<file path="src/rtl/rv_brick_ctrl.sv">
// rv_brick_ctrl: RV brick-instruction issue controller.
// A "brick" issue blocks all further issue for (code+1) cycles.
// During that window the block outputs the brick's tag and counts stall cycles.
// Optional feature macro: RV_BRICK_PERF_EN.
// When RV_BRICK_PERF_EN is defined, a saturating stall-cycle counter is built.
// When it is undefined, rv_brick_perf_cnt is tied to zero.
module rv_brick_ctrl #(
  parameter int unsigned ITAG_WIDTH = 7,
  parameter int unsigned PERF_WIDTH = 16
) (
  input  logic                  clk,
  input  logic                  rst,
  input  logic                  issue_v,
  input  logic                  issue_is_brick,
  input  logic [0:2]            issue_brick_cycles,
  input  logic [0:ITAG_WIDTH-1] issue_itag,
  input  logic                  cp_flush,
  input  logic                  perf_clr,
  output logic                  rv_brick_stall,
  output logic [0:ITAG_WIDTH-1] brick_itag,
  output logic [0:PERF_WIDTH-1] rv_brick_perf_cnt
);

  typedef enum logic {
    IDLE  = 1'b0,
    BRICK = 1'b1
  } state_t;

  state_t     state;
  logic [2:0] cnt;

  // Brick FSM with down-counter; stall and tag are registered alongside the state.
  always_ff @(posedge clk) begin
    if (rst) begin
      state          <= IDLE;
      cnt            <= '0;
      rv_brick_stall <= 1'b0;
      brick_itag     <= '0;
    end else begin
      case (state)
        IDLE: begin
          if (issue_v && issue_is_brick && !cp_flush) begin
            state          <= BRICK;
            cnt            <= issue_brick_cycles;
            brick_itag     <= issue_itag;
            rv_brick_stall <= 1'b1;
          end
        end
        BRICK: begin
          if (cp_flush || (cnt == 3'd0)) begin
            state          <= IDLE;
            cnt            <= '0;
            brick_itag     <= '0;
            rv_brick_stall <= 1'b0;
          end else begin
            cnt <= cnt - 3'd1;
          end
        end
        default: begin
          state          <= IDLE;
          cnt            <= '0;
          brick_itag     <= '0;
          rv_brick_stall <= 1'b0;
        end
      endcase
    end
  end

`ifdef RV_BRICK_PERF_EN
  // Saturating count of stall cycles; perf_clr wins over a concurrent increment.
  always_ff @(posedge clk) begin
    if (rst || perf_clr) begin
      rv_brick_perf_cnt <= '0;
    end else if (rv_brick_stall && (rv_brick_perf_cnt != '1)) begin
      rv_brick_perf_cnt <= rv_brick_perf_cnt + 1'b1;
    end
  end
`else
  logic unused_perf_clr;

  // Counter not built: output is a constant zero and perf_clr has no effect.
  always_comb begin
    rv_brick_perf_cnt = '0;
    unused_perf_clr   = perf_clr;
  end
`endif

endmodule

</file>
<file path="config.mk">
export PLATFORM = sky130hd
export DESIGN_NAME = rv_brick_ctrl
export DESIGN_NICKNAME = d
export VERILOG_FILES = /design/src/rtl/rv_brick_ctrl.sv
export SDC_FILE = /design/constraint.sdc
export NUM_CORES = 1
export LEC_CHECK = 0
export ABC_AREA = 0
export CORE_MARGIN = 4
export CORE_UTILIZATION = 40
export DETAILED_ROUTE_END_ITERATION = 10
export GPL_ROUTABILITY_DRIVEN = 0
export PLACE_DENSITY = 0.88
export SETUP_SLACK_MARGIN = 0.5
export SYNTH_ARGS = -nofsm -noshare
export SYNTH_HDL_FRONTEND = slang
export SYNTH_SLANG_ARGS = --single-unit
</file>
<file path="constraint.sdc">
create_clock -name clk -period 4.2 [get_ports clk]
set_input_delay 0.63 -clock clk [delete_from_list [all_inputs] [get_ports clk]]
set_output_delay 0.63 -clock clk [all_outputs]
set_load 0.02 [all_outputs]
</file>
==> results.txt <==
The startpoint-to-endpoint class of the critical path is input pin to register. Traced cell by cell, the critical path runs through clkdlybuf4s50_1 -> nand2_1 -> or3_1 -> o32ai_1. The worst hold path belongs to the class register to register. The number of buffers added for setup after CTS is 0. The sequential share of power came out at 0.485. The portion of the clock cycle consumed by the worst path in the final layout is 0.449. The number of antenna diodes came out at 0. The fraction of final layout cells with drive strength greater than 1 came out at 0.0792. The remaining global-route overflow is 0. The area occupied by multi-input gates is approximately 340 um2. TritonCTS built the clock tree. The placed cell area came out at 872 um2. After detailed routing, the number of vias per cell comes to 4.33. The effective utilization at floorplan came out at 0.418. The TritonCTS buffer count is 3. The fraction of power consumed by combinational cells is 0.246. In this design, the stage delay of the slowest critical-path cell is 0.57 ns. Timing analysis after detailed placement gives a worst setup slack of approximately 2.0 ns. The clock period minus worst slack came out at 1.89 ns. In this run the static leakage power is around 0.37 nW. The total negative setup slack came out at 0 ns. The per-cell routed wire length came out at between 10 and 15 um.

Counting flops and latches in the post-synthesis netlist gives 12. The final setup skew is 0.00168 ns. The maximum net fanout on the critical path came out at 16. The number of fill cells in the layout came out at 168. Setup violations remaining at the end of the flow were counted as 0.

The utilization after layout came out at 0.524. The finished cells cover between 800 and 900 um2. For the worst setup path, the data arrival time is 2.05 ns. The tree is rooted in a clkbuf_4. The count of mapped cells out of synthesis came out at 80. The first detailed-routing pass took 3 iterations. The internal power contribution came out at between 0.15 and 0.2 mW.

The total detailed-routing wirelength is 1.32 mm. The placeable core area is 1710 um2. The first-pass GRT wire length came out at 2.15 mm. The number of cells upsized or downsized after cts is 0.

The count of max-cap constraint violations is 0. The critical path startpoint category is an input pin. The average cell area after synthesis is 8.93 um2. The initial DRC count is 2. The met3 global-route usage is 0.0475.

The worst max-slew margin expressed relative to the limit came out at 0.606. The met2 track demand over resource came out at 0.187. The combined flip-flop and latch cell area came out at 240 um2. At the pin with the least slew margin, the transition time is 0.591 ns. The total routing resource utilization after global routing is 0.113. CTS built an H-tree with a depth of 1.

The worst endpoint required time came out at ~4.4 ns. Clock-pin slew was measured on the worst setup and hold paths at 0.07 ns. The number of core rows is 15. The final worst hold slack came out at roughly 0.46 ns. The number of buffers added to fix hold violations after cts is 0. The count of pins over their slew limit is 0. The initial antenna violation count came out at 0. The clock network fraction of total power is 0.268.

The Yosys warning count came out at 0. The total via count in the routed design is 545. The number of remaining DRC errors came out at 0. Measured along the y axis, the die boundary spans roughly 50 um. The met1 track demand over resource in global routing is 0.117. Measured along the x axis, the die boundary spans 50.3 um. The flow ran to the end, and the final reports show no timing, DRC or antenna violations.

The antenna violation net count after detailed routing is 0. The critical path endpoint category is a register. The number of endpoints with negative hold slack in the final report is 0. Timing would allow up to 530 MHz. Relative to the synthesized area, the layout overhead comes to 25.2%. The number of clock sinks is 12. During placement, the flow inserted port buffers numbering 22.

The switching power is approximately 0.07 mW. The switching portion of total power came out at 0.287. The standard cell with the maximum stage delay on the critical path is or3_1. The number of nets in the layout is 121.

The top-level I/O count came out at 40. The clock latency on the worst-skew pair is 0.26 ns. The number of global-route vias before repair was about 540.

The areal power density over the cells is 281 nW/um2. Of the synthesized area, sequential elements account for 0.336. Setup repair after global routing left no endpoint under its margin. In this run the deepest clock path goes through 2 buffers. The placed wire-length estimate after detailed placement is about 1.1 mm.

The area of the die came out at 2530 um2. The busiest layer in global routing is met2. The number of distinct library cell variants in the gate-level netlist after synthesis came out at 22. The largest net degree at the start of global routing came out at 17.

Setup slack closes at around 2.3 ns. The peak supply drop came out at about 0.00025 V. The post-synthesis instance area is 714 um2.
[registers in the layout, indices dropped and copies added (netlist names)]
| name | flops |
|---|---|
| state | 1 |
| rv_brick_stall | 1 |
| cnt | 3 |
| brick_itag | 7 |
[per-layer routing]
| metal | part of all wire | vias up |
|---|---|---|
| li1 | - | 281 |
| met1 | 0.40 | 238 |
| met2 | 0.49 | 24 |
| met3 | 0.10 | 2 |
| met4 | 0.0091 | 0 |
| met5 | 0 | - |
[cells in the final DEF, fill, tap and decap left out, types with 3 or more instances in the layout]
cell / Yosys / final
dfxtp_1: 12 / 12
a2bb2oi_1: 3 / 3
clkbuf_4: 0 / 3
o32ai_2: 5 / 5
conb_1: 1 / 16
nand2_1: 9 / 9
inv_1: 10 / 10
nor2_1: 4 / 4
clkdlybuf4s50_1: 0 / 22
a211oi_1: 3 / 3
[stage by stage]
step	cells	power, mW
floorplan	95	0.177
global placement	123	0.185
detailed placement	123	0.187
CTS	126	0.256
global route	126	0.266
finish	126	0.251
[cell families after synthesis]
family,after synthesis,share of synthesized area
buffers and inverters,29,0.263
AO/OA/AOI/OAI,17,0.235
flip-flops,12,0.336
adder cells (fa/ha/maj),2,0.0350
multiplexers,1,0.0140
AND/OR/NAND/NOR,18,0.112
other,1,0.00525
[critical path: cells and delay by family]
| kind | cells | cell delay (ns) |
|---|---|---|
| AND/OR/NAND/NOR | 2 | 0.63 |
| AO/OA/AOI/OAI | 1 | 0.33 |
| buffers and inverters | 1 | 0.46 |
[power groups by stage]
stage                     Clock (mW)  Sequential, mW  Combinational, mW
after global placement             0           0.124             0.0606
final                         0.0674           0.122             0.0619
after detailed placement           0           0.125             0.0620
after CTS                     0.0713           0.122             0.0622
after global routing          0.0762           0.122             0.0679
after floorplan                    0           0.128             0.0491
[synthesized netlist by cell type]
cell	count	area [um2]
dfxtp_1	12	240
buf_6	1	11.3
nor2b_1	1	6.26
mux2i_1	1	10.0
buf_4	16	120
o21ai_0	1	5.00
a211oi_1	3	22.5
nor2_1	4	15.0
nand2b_1	2	12.5
or3_1	1	6.26
buf_8	1	15.0
buf_1	1	3.75
o32ai_2	5	81.3
conb_1	1	3.75
a21oi_1	2	10.0
a2bb2oi_1	3	26.3
o32ai_1	2	17.5
ha_1	2	25.0
inv_1	10	37.5
or2_1	1	6.26
o21ai_1	1	5.00
nand2_1	9	33.8
[area by class of cell]
type	count	share of cell area
Multi-Input combinational cell	54	0.383
Sequential cell	12	0.269
Timing Repair Buffer	22	0.246
Inverter	10	0.0420
Tap cell	25	0.0350
Clock buffer	3	0.0252
[final timing paths]
check	from	end	slack, ns	cells after the start
max	issue_v	brick_itag[2]	2.31	4
min	rv_brick_stall	rv_brick_stall	0.46	2
max reg2reg	cnt[0]	brick_itag[2]	2.67	6
min reg2reg	rv_brick_stall	rv_brick_stall	0.46	2
No activity file was read; power rests on OpenSTA's default activity.
